==> src/rtl/red_share_decoder.sv <==
// Two-stage decoder/checker for REDL/REDH replicated-share words with fault alarm FSM.
// Define RED_DECODER_CORRECT_EN to enable quad-mode 3-1 majority correction.
module red_share_decoder #(
  parameter int DATA_WIDTH      = 32,
  parameter int ALARM_THRESHOLD = 2,
  parameter int CNT_WIDTH       = 8
) (
  input  logic                  clock,
  input  logic                  reset,
  input  logic                  in_valid,
  output logic                  in_ready,
  input  logic [DATA_WIDTH-1:0] in_data,
  input  logic [2:0]            in_mode,
  output logic                  out_valid,
  input  logic                  out_ready,
  output logic [DATA_WIDTH-1:0] out_data,
  output logic                  out_corrected,
  output logic                  out_uncorrectable,
  output logic                  alarm,
  input  logic                  alarm_clear,
  output logic [CNT_WIDTH-1:0]  fault_count
);

  localparam int HW       = DATA_WIDTH / 2;
  localparam int BW       = DATA_WIDTH / 4;
  localparam int CONSEC_W = 4;

  typedef enum logic [2:0] {
    MODE_DUAL     = 3'd2,
    MODE_DUAL_CPL = 3'd3,
    MODE_QUAD     = 3'd4,
    MODE_QUAD_ALT = 3'd5
  } mode_e;

  typedef enum logic [1:0] {
    ST_OK,
    ST_DEGRADED,
    ST_ALARM
  } state_e;

  logic                  s1_valid;
  logic [DATA_WIDTH-1:0] s1_data;
  logic [2:0]            s1_mode;
  logic                  s1_advance;
  logic [DATA_WIDTH-1:0] norm_data;

  logic                  s2_valid;
  logic [DATA_WIDTH-1:0] s2_data;
  logic                  s2_uncorr;

  logic [DATA_WIDTH-1:0] vote_data;
  logic                  vote_uncorr;
`ifdef RED_DECODER_CORRECT_EN
  logic                  vote_corr;
  logic                  s2_corr;
  logic [2:0]            ones;
  logic                  tie;
  logic                  minority;
`endif

  state_e                state, state_next;
  logic [CONSEC_W-1:0]   consec, consec_next, consec_inc;
  logic [CNT_WIDTH-1:0]  fcnt, fcnt_next;
  logic                  out_fire;

  // in_ready is gated by reset so nothing is accepted while reset is held.
  assign s1_advance = !s2_valid || out_ready;
  assign in_ready   = reset && (!s1_valid || s1_advance);

  // Stage 1 input normalisation: undo complemented shares.
  always_comb begin
    norm_data = in_data;
    case (in_mode)
      MODE_DUAL_CPL: norm_data[DATA_WIDTH-1:HW] = ~in_data[DATA_WIDTH-1:HW];
      MODE_QUAD_ALT: begin
        norm_data[4*BW-1:3*BW] = ~in_data[4*BW-1:3*BW];
        norm_data[2*BW-1:BW]   = ~in_data[2*BW-1:BW];
      end
      default: ;
    endcase
  end

  always_ff @(posedge clock) begin
    if (!reset) begin
      s1_valid <= 1'b0;
      s1_data  <= '0;
      s1_mode  <= '0;
    end else if (in_ready) begin
      s1_valid <= in_valid;
      if (in_valid) begin
        s1_data <= norm_data;
        s1_mode <= in_mode;
      end
    end
  end

  // Stage 2 voting on normalised shares.
  always_comb begin
    vote_data   = '0;
    vote_uncorr = 1'b0;
`ifdef RED_DECODER_CORRECT_EN
    vote_corr   = 1'b0;
    ones        = '0;
    tie         = 1'b0;
    minority    = 1'b0;
`endif
    case (s1_mode)
      MODE_DUAL, MODE_DUAL_CPL: begin
        vote_data[HW-1:0] = s1_data[HW-1:0];
        vote_uncorr       = s1_data[HW-1:0] != s1_data[DATA_WIDTH-1:HW];
      end
      MODE_QUAD, MODE_QUAD_ALT: begin
`ifdef RED_DECODER_CORRECT_EN
        for (int unsigned i = 0; i < BW; i++) begin
          ones = 3'(s1_data[i]) + 3'(s1_data[BW+i]) + 3'(s1_data[2*BW+i]) + 3'(s1_data[3*BW+i]);
          if (ones == 3'd2) tie = 1'b1;
          if (ones == 3'd1 || ones == 3'd3) minority = 1'b1;
          vote_data[i] = ones >= 3'd3;
        end
        if (tie) begin
          vote_data          = '0;
          vote_data[BW-1:0]  = s1_data[BW-1:0];
          vote_uncorr        = 1'b1;
        end else begin
          vote_corr = minority;
        end
`else
        vote_data[BW-1:0] = s1_data[BW-1:0];
        vote_uncorr = (s1_data[2*BW-1:BW]   != s1_data[BW-1:0]) ||
                      (s1_data[3*BW-1:2*BW] != s1_data[BW-1:0]) ||
                      (s1_data[4*BW-1:3*BW] != s1_data[BW-1:0]);
`endif
      end
      default: vote_uncorr = 1'b1;
    endcase
  end

  always_ff @(posedge clock) begin
    if (!reset) begin
      s2_valid  <= 1'b0;
      s2_data   <= '0;
      s2_uncorr <= 1'b0;
`ifdef RED_DECODER_CORRECT_EN
      s2_corr   <= 1'b0;
`endif
    end else if (s1_advance) begin
      s2_valid <= s1_valid;
      if (s1_valid) begin
        s2_data   <= vote_data;
        s2_uncorr <= vote_uncorr;
`ifdef RED_DECODER_CORRECT_EN
        s2_corr   <= vote_corr;
`endif
      end
    end
  end

  assign out_valid         = s2_valid;
  assign out_data          = s2_data;
  assign out_uncorrectable = s2_uncorr;
`ifdef RED_DECODER_CORRECT_EN
  assign out_corrected     = s2_corr;
`else
  assign out_corrected     = 1'b0;
`endif

  assign out_fire   = s2_valid && out_ready;
  assign consec_inc = (consec == '1) ? consec : consec + 1'b1;

  always_ff @(posedge clock) begin
    if (!reset) begin
      state  <= ST_OK;
      consec <= '0;
      fcnt   <= '0;
    end else begin
      state  <= state_next;
      consec <= consec_next;
      fcnt   <= fcnt_next;
    end
  end

  // alarm_clear takes priority over a coincident output handshake.
  always_comb begin
    state_next  = state;
    consec_next = consec;
    fcnt_next   = fcnt;
    if (alarm_clear) begin
      state_next  = ST_OK;
      consec_next = '0;
      fcnt_next   = '0;
    end else if (out_fire) begin
      if (s2_uncorr) begin
        consec_next = consec_inc;
        if (fcnt != '1) fcnt_next = fcnt + 1'b1;
      end else begin
        consec_next = '0;
      end
      if (state == ST_OK && (s2_uncorr || out_corrected)) state_next = ST_DEGRADED;
      if (s2_uncorr && consec_inc >= CONSEC_W'(ALARM_THRESHOLD)) state_next = ST_ALARM;
    end
  end

  assign alarm       = state == ST_ALARM;
  assign fault_count = fcnt;

endmodule

==> config.mk <==
export PLATFORM = sky130hd
export DESIGN_NAME = red_share_decoder
export DESIGN_NICKNAME = d
export VERILOG_FILES = /design/src/rtl/red_share_decoder.sv
export SDC_FILE = /design/constraint.sdc
export NUM_CORES = 1
export LEC_CHECK = 0
export ABC_AREA = 1
export CAP_MARGIN = 10
export CORE_UTILIZATION = 40
export CTS_CLUSTER_DIAMETER = 60
export DETAILED_ROUTE_END_ITERATION = 6
export PLACE_DENSITY = 0.67
export SYNTH_ARGS = -nofsm -noshare
export SYNTH_HDL_FRONTEND = slang
export SYNTH_SLANG_ARGS = --single-unit
==> constraint.sdc <==
create_clock -name clock -period 3.77 [get_ports clock]
set_clock_uncertainty 0.2 [all_clocks]
set_input_delay 0.754 -clock clock [delete_from_list [all_inputs] [get_ports clock]]
set_output_delay 0.754 -clock clock [all_outputs]
set_load 0.005 [all_outputs]
# Word level (Yosys, flattened, before mapping)

Cells that the tools add are included.

Register bits: 68
Bits in latches: 0
RAM bits: 0
Bits in read-only memories: 0
Output and inout port bits: 45
Word-level logic and storage cells: 59
Memories: 0

$add $sub $neg: 2
$mul: 0
Divide/modulo/power cells: 0
$lt $le $gt $ge: 1
Equal/unequal tests: 13
Shift operators: 0
Muxes and demuxes: 10
Bitwise operators: 4
Reductions and logical operators: 20

Operator list:

| operator              | number |
|---|---|
| $mux W8               | 4 |
| $ne A8 B8 Y1          | 3 |
| $ne A16 B16 Y1        | 1 |
| $not A16 Y16          | 1 |
| $not A8 Y8            | 2 |
| $pmux W8 S2           | 1 |
| $eq A3 B2 Y1 const B  | 3 |
| $eq A3 B3 Y1 const B  | 3 |
| $add A8 B1 Y8 const B | 1 |
| $mux W4               | 2 |
| $ne A8 B8 Y1 const B  | 1 |
| $reduce_and A2 Y1     | 3 |
| $reduce_or A2 Y1      | 3 |
| $add A4 B1 Y4 const B | 1 |
| $eq A4 B4 Y1 const B  | 1 |
| $ge A4 B2 Y1 const B  | 1 |
| $logic_and A1 B1 Y1   | 4 |
| $logic_or A1 B1 Y1    | 4 |
| $mux W2               | 2 |
| $reduce_or A4 Y1      | 1 |
| $reduce_and A3 Y1     | 1 |
| $eq A2 B2 Y1 const B  | 1 |
| $logic_not A1 Y1      | 2 |
| $logic_not A2 Y1      | 1 |
| other kinds (3)       | 3 |

# Logic depth before layout (Yosys ltp)

Gate-level depths: netlist of run 1.

Depth in word-level cells: 6
Gate-level depth with buffers: 9
Depth with buffers taken out: 9

# Worst setup path before layout of run 1

No wires, ideal clock.

Kind: in2out
Start point: input reset
End point: output in_ready
Arrival time: 1.014 ns
Required time: 2.816 ns
Setup slack: 1.802 ns
Stages: 3
Buffers on the path: 1
Cell sequence: buf_2 -> nand2_1 -> inv_1

Word-level cells in the longest chain between the ends: 1

Ends and longest elaborated chain:

| element             | line | source |
|---|---|---|
| from (decl)         | 9    | `input logic reset,` |
| $logic_and A1 B1 Y1 | 68   | `assign in_ready = reset && (!s1_valid \|\| s1_advance);` |
| to (decl)           | 11   | `output logic in_ready,` |

No other way between the ends.

# Final worst setup path of run 1

Start point: input out_ready
End point: output in_ready

Word-level cells in the longest chain between the ends: 3

Ends and longest elaborated chain:

| element             | line | source |
|---|---|---|
| from (decl)         | 15   | `input logic out_ready,` |
| $logic_or A1 B1 Y1  | 67   | `assign s1_advance = !s2_valid \|\| out_ready;` |
| $logic_or A1 B1 Y1  | 68   |  |
| $logic_and A1 B1 Y1 | 68   |  |

No other way between the ends.

==> flow_results.org, run 1 <==
** Routing
- Via count of the routed design :: a little over 3,000
- The detailed router finished its first iteration with 118 violations.
- Remaining DRCs :: 0
- DR top layer :: met4
- Wires add up to 7366 µm.
- Met1 WL :: around 3600 µm
- The pre-antenna-repair detailed-routing pass consisted of 5 iterations.
- Met3 Wirelength :: between 300 and 400 µm
- The detail route stage leaves a number of antenna-violating nets equal to 0.
- Ratio of routed vias to standard cells :: ~4.6
- Detailed-route wire length per cell :: 10.96 µm
- Wire segments on met2 add up to 3316 µm in the final route.

** Synthesis
- The synthesized netlist occupies a cell area of about 3500 µm².
- Synth cell types :: 32
- The Yosys step of the flow raised 0 warnings.
- Ranked by total cell area, the synthesized netlist is headed by sky130_fd_sc_hd__dfxtp_1, sky130_fd_sc_hd__nand2_1, sky130_fd_sc_hd__a21oi_1.
- Share of the synthesized area in the top cell type :: a little under two fifths
- Fraction of the yosys area taken by sequential cells :: 37.92%
- Post-synthesis register bit count :: 67
- After technology mapping, the gate count stands at 500.
- Of all cell types, the one taking the most synthesized area is sky130_fd_sc_hd__dfxtp_1.
- Mean instance size in the synthesized netlist :: 7.074 µm²

** Power and ir drop
- For this design the ratio of total power to cell area is roughly 380 nW/µm².
- Internal power contribution :: ~1.2 mW
- Combinational share of power :: 16.6%
- Reg power frac :: around half
- Leakage power of the design :: 1.800 nW
- Per report_power, the clock group accounts for 35.0% of the total.
- Net switching is 27.43% of the power.
- Worst vdd ir :: 0.2047 mV
- For this design the total switching power over the nets is 0.4512 mW.

** Worst setup path
- Buffers & Inverters on Critical Path :: 4
- Critical-path maximum fanout :: 2
- The slowest stage of the critical path belongs to the cell sky130_fd_sc_hd__clkdlybuf4s50_1.
- Worst Setup Start Kind :: input pin
- The cell family contributing the most delay on the critical path is buffers and inverters.
- Data on the critical path is required at its endpoint by between 2000 and 3000 ps.
- The critical path goes through clkdlybuf4s50_1 -> inv_1 -> nand3_2 -> nand2_1 -> inv_1 -> clkdlybuf4s50_1.
- The critical path is of the in -> out type.
- Maximum single-stage delay on the critical path :: ~500 ps
- Sort of element at the end of the critical path :: primary output
- Critical path data arrival time :: 1990 ps

** STA
- For the pin with the worst max-slew slack, the measured transition is between 900 and 1000 ps.
- Final period utilization :: just under 80%
- Setup repair after global routing left no endpoint under its margin.
- Setup violations remaining at the end of the flow were counted as 0.
- Fin crit period :: ~3000 ps
- The total count of hold-check failures in the final report was 0.
- The count of pins over their slew limit is 0.
- For this run, the top clock speed supported by timing is ~340 MHz.
- Measured against its own limit, the worst slew margin works out to about two fifths.
- Adding up every negative setup slack in the final design gives 0 ps.

** CTS
- CTS clk-pin slew, worst paths :: approximately 70 ps
- The H-tree generated during clock tree synthesis spans 3 levels.
- # resized after CTS :: 0
- TritonCTS built the clock tree.
- Clk buf depth :: 2
- In this run, CTS created clock tree buffers numbering 9.
- Clk_lat worst skew :: 330 ps
- In this run the post-CTS setup repair buffer count came out at 0.
- The root buffer cell chosen for the clock tree is sky130_fd_sc_hd__clkbuf_8.
- Clock Sinks :: between 60 and 70
- After clock tree synthesis, the flow added hold-fix buffers numbering 0.

** Floorplanning
- Area inside the core boundary :: 8382 µm²
- In this run the horizontal extent of the chip is between 90 and 100 µm.
- Die Outline Area :: just over 9000 µm²
- For this configuration, the core starts out at a cell density of a little over two fifths.
- Number of rows in the core area :: 33
- During I/O placement, the number of pins put on the boundary was 85.
- Height of the die :: around 96 µm

** Job
- Reported max-cap violation count :: 0

** Global route
- The number of global-route vias before repair is ~2,700.
- Gr usage total :: 17.07%
- Entering global routing, the biggest net connects between 60 and 70 pins.
- The initial antenna violation count came to 0.
- The first global-routing pass estimated between 10,000 and 15,000 µm of wire.
- Remaining global-route overflow :: 0

** Finish
- Number of diodes added for antenna fixing :: 0
- Area growth from synthesis to layout :: 23.84%
- Net count reported at finish :: a little over 600
- Cells fill between 50% and 60% of the core in the end.
- In the final layout, the share of cells above drive strength 1 is between 7 and 8%.

** Min path
- In this run the worst hold path is classified as reg -> reg.

** Placement
- Buffers placed on the I/O ports in this run total 67.
- The congestion estimate from routability-driven global placement came to around 0.85.
- Post-detail-place hpwl :: between 5000 and 6000 µm

** Run status
- Status :: finished, final reports clean
[cell type report]
class                   instances  area [µm²]
inverters                      60       225.2
clock buffers                  13       178.9
fillers                       831        4001
repair buffers                 70       693.2
well taps                     105       131.4
clock inverters                 3       20.02
multi-input cells             354        1790
flip-flops and latches         67        1341
[kinds of logic (layout without fill, tap and decap cells)]
kind of cell	count (synthesis)	count (layout)	share of synthesized area, %
flip-flops	67	67	37.92
XOR/XNOR	32	32	7.923
adder cells (fa/ha/maj)	4	4	1.415
other	1	17	0.1060
AO/OA/AOI/OAI	90	90	13.02
buffers and inverters	95	146	13.16
AND/OR/NAND/NOR	211	211	26.46
[flip-flops by register name, summed over array words and instances (netlist names)]
register and count:
out_valid 1, state 2, consec 4, s1_data 32, fault_count 8, out_uncorrectable 1
s1_valid 1, out_data 16, s1_mode 2
[worst paths after layout]
kind	start	end	slack [ps]	cells after the start
min	state[1]	state[1]	270	2
max reg2reg	out_valid	s1_data[5]	1880	6
min reg2reg	state[1]	state[1]	270	2
max	out_ready	in_ready	820	6
[synthesized netlist by cell type, drive strengths merged]
| cell type | count |
|---|---|
| or2 | 1 |
| o211ai | 1 |
| o21bai | 1 |
| nand2 | 118 |
| conb | 1 |
| clkinv | 2 |
| nand3 | 44 |
| nor2 | 43 |
| buf | 32 |
| nor3 | 4 |
| dfxtp | 67 |
| xor2 | 16 |
| o21ai | 43 |
| a21oi | 45 |
| clkbuf | 3 |
| xnor2 | 16 |
| ha | 4 |
| inv | 58 |
| nand4 | 1 |
[worst min-delay path: cells and delay by family (launching register included)]
family,cells,cell delay (ps)
buffers and inverters,1,40
flip-flops,1,330
AO/OA/AOI/OAI,1,70
[metrics by stage]
stage          setup WS, ps  hold WS, ps  total power, mW  area (µm²)  instances
6_report              821.6        266.8            1.645        4380        672
5_1_grt               732.9        286.1            1.743        4380        672
4_1_cts               809.4        265.8            1.663        4380        672
3_5_place_dp          814.7        244.5            1.086        4182        656
3_3_place_gp          846.3        239.0            1.078        4182        656
2_1_floorplan          1802        227.3           0.9897        3597        516
[metal layers]
| layer | vias up | global-route usage (%) |
|---|---|---|
| met5 | - | 0 |
| met2 | 79 | 26.95 |
| met4 | 0 | 5.597 |
| met3 | 5 | 2.844 |
| met1 | 1360 | 23.53 |
| li1 | 1663 | - |
[placed cells by master (no fill, tap or decap), types with 3 or more instances in the layout]
cell,synthesis,routed
sky130_fd_sc_hd__ha_1,4,4
sky130_fd_sc_hd__nand3_1,42,42
sky130_fd_sc_hd__o21ai_1,15,15
sky130_fd_sc_hd__nand2_1,112,112
sky130_fd_sc_hd__nand2_2,5,5
sky130_fd_sc_hd__dfxtp_1,67,67
sky130_fd_sc_hd__clkdlybuf4s50_1,0,67
sky130_fd_sc_hd__buf_4,18,3
sky130_fd_sc_hd__xnor2_1,16,16
sky130_fd_sc_hd__xor2_1,16,16
sky130_fd_sc_hd__clkbuf_8,0,13
sky130_fd_sc_hd__a21oi_1,45,45
sky130_fd_sc_hd__inv_1,52,52
sky130_fd_sc_hd__nor2_1,39,39
sky130_fd_sc_hd__conb_1,1,17
sky130_fd_sc_hd__o21ai_0,28,28
sky130_fd_sc_hd__nor3_2,3,3
sky130_fd_sc_hd__inv_2,6,6
[power by group through the flow]
stage	Sequential (mW)	Clock, mW	Combinational, mW
global route	0.802	0.628	0.313
floorplan	0.799	0	0.191
global placement	0.809	0	0.270
CTS	0.795	0.592	0.276
detailed placement	0.811	0	0.275
finish	0.795	0.576	0.274
(Power assumes the default switching activity.)
==> run 2, diff against run 1 <==
==> constraint.sdc (replaced) <==
create_clock -name clock -period 2.8 [get_ports clock]
set_clock_uncertainty 0.2 [all_clocks]
set_input_delay 0.56 -clock clock [delete_from_list [all_inputs] [get_ports clock]]
set_output_delay 0.56 -clock clock [all_outputs]
set_load 0.005 [all_outputs]
==> run 2 against run 1 <==
Flip-flop and latch count unchanged. Sequential power rose by 35%. Setup slack got worse by 580 ps.
==> flow_results.org, run 2 (same netlist as run 1, synthesis figures left out) <==
** Run status
- The flow ran to the end, and the final reports show no timing, DRC or antenna violations.

** Routing
- Initial detailed-routing violation count :: around 120
- After detailed routing, the number of remaining DRC violations is 0.
- The final route contains approximately 3,100 vias.
- Remaining antenna violation count after routing :: 0
- Wires add up to 7404 µm.
- Dividing the detail-routed wire length by the instance count gives around 11 µm.
- Ratio of routed vias to standard cells :: around 4.6
- The first TritonRoute pass finished after 4 iterations.

** Finish
- Most common cell after layout, fill and taps aside :: sky130_fd_sc_hd__nand2_1
- The register with the most flip-flops in the layout has 32 of them.
- Net count reported at finish :: 607
- Number of diodes added for antenna fixing :: 0
- Top register by number of flip-flops :: s1_data
- Cells with a size suffix above 1 make up under 10% of the layout.
- Summing all non-filler instances in the final layout gives an area of about 4400 µm².
- Area growth from synthesis to layout :: 25.26%
- Once layout is complete, the cells apart from fillers number approximately 670.
- Once layout is complete, the utilization of the core stands at 52.86%.
- The top cell types in the final layout, fill and taps aside, are sky130_fd_sc_hd__nand2_1, sky130_fd_sc_hd__dfxtp_1, sky130_fd_sc_hd__clkdlybuf4s50_1, sky130_fd_sc_hd__inv_1, sky130_fd_sc_hd__a21oi_1.

** Worst setup path
- Worst endpoint required time :: 2040 ps
- Worst reg2reg endpoint :: s1_data[4]
- Startpoint-to-endpoint class of the critical path :: in -> out
- Critical path data arrival time :: about 1800 ps
- Buffers & Inverters on Critical Path :: 4
- Setup slack, reg-to-reg :: approximately 900 ps
- Broken down by cell family, the worst path's largest delay share belongs to buffers and inverters.
- Worst reg2reg path depth :: 6
- Worst Setup Start Kind :: input pin
- Maximum single-stage delay on the critical path :: 490 ps
- The worst setup path is captured at a primary output.
- Among all stages on the critical path, the largest delay is contributed by sky130_fd_sc_hd__clkdlybuf4s50_1.
- R2R Path Start :: out_valid
- Crit path cell chain :: clkdlybuf4s50_1 -> inv_1 -> nand3_2 -> nand2_1 -> inv_1 -> clkdlybuf4s50_1
- Critical-path maximum fanout :: 2

** Min path
- Hold Crit Start :: fault_count[4]
- Class of the most critical hold timing path :: reg -> reg
- Hold Crit Depth :: 2
- Destination of the worst hold path :: fault_count[4]

** CTS
- The longest clock path from root to sink contains 2 buffers.
- The clock net in this run drives a total of 67 sinks.
- CTS clk-pin slew, worst paths :: 70 ps
- TritonCTS built the clock tree.
- The number of setup buffers added after CTS is 0.
- Clock root cell :: sky130_fd_sc_hd__clkbuf_8
- Hold repair after CTS inserted 0 buffers.
- CTS built an H-tree with a depth of 3.
- For the worst-skew pair, the clock arrives at the later sink with an insertion delay of 340 ps.
- CTS Buf Count :: 9
- # resized after CTS :: 0

** Power and ir drop
- Worst vdd ir :: 0.2345 mV
- PwrDens :: 542.9 nW/µm²
- The analysis attributes to cell leakage a power of between 1.5 and 2 nW.
- Overall power consumption :: 2.405 mW

** Global route
- Pin count of the biggest net entering global routing :: 69
- After global routing the overflow that remains totals 0.
- Gr usage total :: 17.41%
- The number of global-route vias before repair is about 2,800.
- The first global-routing pass estimated between 10,000 and 15,000 µm of wire.
- The initial antenna violation count is 0.

** Placement
- The HPWL after detailed placement is between 5000 and 6000 µm.
- DP Area :: between 4000 and 5000 µm²
- In this run, placement finished with an instance count of 657.
- Routability congestion estimate :: between 0.8 and 0.9
- The count of buffers added on input and output ports is 67.

** STA
- Hold Vio Cnt, Final :: 0
- Slew of the pin with the lowest slew margin :: slightly above 900 ps
- The worst pin sits at a relative slew slack of 39.41%.
- Setup violations remaining at the end of the flow were counted as 0.
- Total negative slack for setup checks :: 0 ps
- Max Freq :: 391.2 MHz
- Setup repair after global routing left no endpoint under its margin.
- Max-slew violation count :: 0
- In the finished design, the share of the clock period the worst path needs comes to about nine tenths.
- Fin crit period :: about 2600 ps

** Floorplanning
- During I/O placement, the number of pins put on the boundary was between 80 and 90.
- Die Outline Area :: between 9000 and 10,000 µm²
- Height of the die :: around 96 µm
- From left edge to right edge, the die measures around 96 µm.
- Starting density of the core :: 42.20%
- Area inside the core boundary :: between 8000 and 9000 µm²
- Number of rows in the core area :: 33

** Job
- Reported max-cap violation count :: 0
run 2: area by class of cell:
class                   count  area (µm²)
clock buffers              11       141.4
clock inverters             5       100.1
fillers                   847        3951
inverters                  60       225.2
multi-input cells         354        1790
flip-flops and latches     67        1341
well taps                 105       131.4
repair buffers             71       700.7
run 2: worst max-delay path by stage:
stage              start    endpoint  slack, ps  depth (start not counted)
5_1_grt        out_ready    in_ready        190                          6
3_5_place_dp   out_ready  s1_data[2]        220                          8
4_1_cts        out_ready    in_ready        230                          6
3_3_place_gp   out_ready    in_ready        260                          6
6_report       out_ready    in_ready        240                          6
2_1_floorplan      reset  s1_data[8]       1180                          8
run 2: stage by stage:
stage | setup slack, ps | hold WS (ps)
6_report | 244.1 | 271.1
5_1_grt | 193.0 | 287.3
4_1_cts | 232.2 | 270.3
3_5_place_dp | 221.7 | 257.8
3_3_place_gp | 259.1 | 238.2
2_1_floorplan | 1183 | 227.3
run 2: layer usage:
metal / vias up / wire length (µm) / track usage [%]
met2: 84 / 3317 / 28.84
li1: 1673 / - / -
met1: 1350 / 3605 / 22.15
met3: 7 / 398 / 3.239
met5: - / 0 / 0
met4: 0 / 82 / 7.090
run 2: power by group:
group / switching (mW) / total [mW] / leakage (nW) / internal (mW)
clock: 0.353 / 0.966 / 0.123 / 0.613
combinational: 0.188 / 0.368 / 1.16 / 0.179
sequential: 0.0600 / 1.07 / 0.550 / 1.01
total: 0.601 / 2.41 / 1.83 / 1.80
run 2: worst reg2reg max path: stages (launching register included):
cell and delay, ps:
sky130_fd_sc_hd__dfxtp_1 400, sky130_fd_sc_hd__nand3_2 100, sky130_fd_sc_hd__nand2_1 80, sky130_fd_sc_hd__nor2_1 50, sky130_fd_sc_hd__inv_2 640, sky130_fd_sc_hd__o21ai_0 210
sky130_fd_sc_hd__a21oi_1 140
==> run 3, diff against run 2 <==
==> constraint.sdc (replaced) <==
create_clock -name clock -period 2.8 [get_ports clock]
set_clock_uncertainty 0.2 [all_clocks]
set_input_delay 0.56 -clock clock [delete_from_list [all_inputs] [get_ports clock]]
set_output_delay 0.56 -clock clock [all_outputs]
set_load 0.01 [all_outputs]
==> run 3 against run 2 <==
Highest routed layer unchanged. Critical endpoint unchanged. Critical path depth unchanged. Core utilization fell by 0.57 points. Critical path type unchanged. Setup slack got worse by 42 ps.
==> flow_results.org, run 3 (same netlist as run 1, synthesis figures left out) <==
** CTS
- TritonCTS built the clock tree.
- The clock net in this run drives a total of 67 sinks.
- Clock tree synthesis selected as its root buffer the cell sky130_fd_sc_hd__clkbuf_8.
- In this run the number of H-tree levels came out at 3.
- Hold buffer count at cts :: 0
- CTS Buf Count :: 9
- After clock tree synthesis, the clock-pin slew on the worst setup and hold paths is about 70 ps.
- Clk_lat worst skew :: between 300 and 400 ps
- The clock passes through at most 2 buffers.
- Post-CTS timing repair inserted 0 buffers for setup.
- The number of gates resized after CTS was 0.

** Worst setup path
- Buffers & Inverters on Critical Path :: 4
- Data on the critical path is required at its endpoint by approximately 2000 ps.
- Slowest library cell on the worst path :: sky130_fd_sc_hd__clkdlybuf4s50_1
- Worst Setup Start Kind :: input pin
- The kind of cell with the highest combined delay along the critical path is buffers and inverters.
- In this design, the stage delay of the slowest critical-path cell is 530 ps.
- Worst reg2reg endpoint :: s1_data[5]
- The worst register-to-register path has a depth of 6.
- R2R Path Start :: out_valid
- Traced cell by cell, the critical path runs through clkdlybuf4s50_1 -> inv_1 -> nand3_2 -> nand2_1 -> inv_1 -> clkdlybuf4s50_1.
- STA classifies the critical path endpoint as a primary output.
- Critical-path maximum fanout :: 2
- At the worst endpoint, the arrival time is approximately 1800 ps.
- Setup slack on the worst reg-to-reg path comes out at roughly 880 ps.
- Startpoint-to-endpoint class of the critical path :: in -> out

** STA
- Derived from the worst setup path, the maximum achievable clock frequency is about 380 MHz.
- The total count of hold-check failures in the final report is 0.
- Setup violations remaining at the end of the flow were counted as 0.
- The worst pin sits at a relative slew slack of about two fifths.
- Worst hold slack :: ~270 ps
- Setup total negative slack on the finished layout was measured at 0 ps.
- RSZ-0062 raised after global routing :: false
- Max-slew violation count :: 0
- Across all setup checks in the final design, the least slack found is approximately 200 ps.
- For the pin with the worst max-slew slack, the measured transition is approximately 910 ps.
- Fin crit period :: 2598 ps
- Final period utilization :: a little over 90%

** Routing
- Post-detailed-routing wire length :: 7284 µm
- First-pass iteration count of the detailed router :: 5
- In the routed layout, each cell is associated on average with a via count of ~4.6.
- Dividing the detail-routed wire length by the instance count gives roughly 11 µm.
- The count of nets left with antenna violations once routing finished came out at 0.
- Remaining DRCs :: 0
- After the first detailed-routing iteration, the DRC count stood at ~100.
- Via count of the routed design :: about 3,100

** Global route
- Number of global-route vias before repair :: 2,745
- Entering global routing, the biggest net connects between 60 and 70 pins.
- The initial antenna violation count came to 0.
- Summed over all layers, the global routing overflow is 0.
- Global routing consumed, over all layers together, ~17% of the routing resources.
- The first global-routing pass estimated 12,350 µm of wire.

** Finish
- The library cell used most frequently in the layout, excluding fill and tap cells, is sky130_fd_sc_hd__nand2_1.
- The sequential cells in the finished layout cover a total of 1341 µm².
- The repair_antennas step left the layout with diodes totalling 0.
- s1_data holds more flip-flops than any other register.
- Fill cells in the final layout number between 800 and 900.
- Total area of multi-input combinational cells :: 1790 µm²
- Cells with a size suffix above 1 make up roughly 7% of the layout.
- Flip-flop count of the largest register, all copies and words added :: 32
- Net count reported at finish :: about 610
- Highest-count cells in the layout ignoring fill and taps :: sky130_fd_sc_hd__nand2_1, sky130_fd_sc_hd__dfxtp_1, sky130_fd_sc_hd__clkdlybuf4s50_1, sky130_fd_sc_hd__inv_1, sky130_fd_sc_hd__a21oi_1
- Compared with the post-synthesis result, the final layout area differs by 23.91%.

** Power and ir drop
- Combinational share of power :: roughly 17%
- In this run, the clock network consumes a little over a third of the power.
- VDD sags by at most about 0.20 mV.
- Net switching is 26.45% of the power.
- Internal power contribution :: about 1.6 mW
- Summed over all nets, the switching power comes to 0.5919 mW.
- The analysis attributes to cell leakage a power of 1.807 nW.
- Overall power consumption :: around 2.2 mW
- In this run the power density over the cells is approximately 510 nW/µm².
- Reg power frac :: a little under half

** Placement
- Post-detail-place hpwl :: ~5500 µm
- Routability congestion estimate :: 0.8425
- Port Buffers :: 67
- Setup slack after placement :: between 150 and 200 ps

** Min path
- In this run the most critical hold path is launched from fault_count[4].
- Class of the most critical hold timing path :: reg -> reg
- Hold Crit Depth :: 2
- For hold timing, the worst endpoint is fault_count[4].

** Floorplanning
- Area inside the core boundary :: about 8400 µm²
- For this configuration, the core starts out at a cell density of around 42%.
- From bottom edge to top edge, the die measures approximately 96 µm.
- The floorplan step defined a die boundary enclosing around 9200 µm².
- Number of rows in the core area :: 33
- The floorplan step set the die width to roughly 96 µm.
- Number of placed I/O pins :: 85

** Job
- Reported max-cap violation count :: 0

** Run status
- Status :: finished, final reports clean
-- run 3: worst reg2reg max path: stages, from the launching register on --
cell,delay [ps]
sky130_fd_sc_hd__dfxtp_1,400
sky130_fd_sc_hd__nand3_2,100
sky130_fd_sc_hd__nand2_1,80
sky130_fd_sc_hd__nor2_1,50
sky130_fd_sc_hd__inv_2,650
sky130_fd_sc_hd__o21ai_0,210
sky130_fd_sc_hd__a21oi_1,150
-- run 3: worst max path at each step --
| stage | start | end | slack [ps] | depth (start not counted) |
|---|---|---|---|---|
| 2_1_floorplan | reset | s1_data[8] | 1180 | 8 |
| 3_3_place_gp | out_ready | in_ready | 230 | 6 |
| 3_5_place_dp | out_ready | in_ready | 200 | 6 |
| 4_1_cts | out_ready | in_ready | 190 | 6 |
| 5_1_grt | out_ready | in_ready | 120 | 6 |
| 6_report | out_ready | in_ready | 200 | 6 |
-- run 3: through the flow --
step	utilization (%)	cell area, µm²	cells
2_1_floorplan	-	3597	516
3_3_place_gp	49.98	4189	657
3_5_place_dp	49.98	4189	657
4_1_cts	52.29	4383	672
5_1_grt	52.29	4383	672
6_report	52.29	4383	672
-- run 3: per-layer routing --
metal / part of all wire, % / vias up / wire length (µm) / global-route usage (%)
li1: - / 1673 / - / -
met1: 48 / 1346 / 3525 / 23.19
met2: 44 / 92 / 3240 / 27.36
met3: 5.7 / 9 / 416 / 3.081
met4: 1.4 / 0 / 102 / 6.343
met5: 0 / - / 0 / 0
-- run 3: power by group through the flow --
stage | clock [mW] | combinational [mW] | sequential (mW)
2_1_floorplan | 0 | 0.263 | 1.08
3_3_place_gp | 0 | 0.375 | 1.09
3_5_place_dp | 0 | 0.380 | 1.09
4_1_cts | 0.809 | 0.382 | 1.07
5_1_grt | 0.856 | 0.433 | 1.08
6_report | 0.789 | 0.379 | 1.07
-- run 3: area by class of cell --
type / instances / share of cell area (%)
multi-input cells: 354 / 40.85
clock buffers: 13 / 3.625
inverters: 60 / 5.138
clock inverters: 2 / 0.7993
repair buffers: 71 / 15.99
well taps: 105 / 2.997
flip-flops and latches: 67 / 30.60
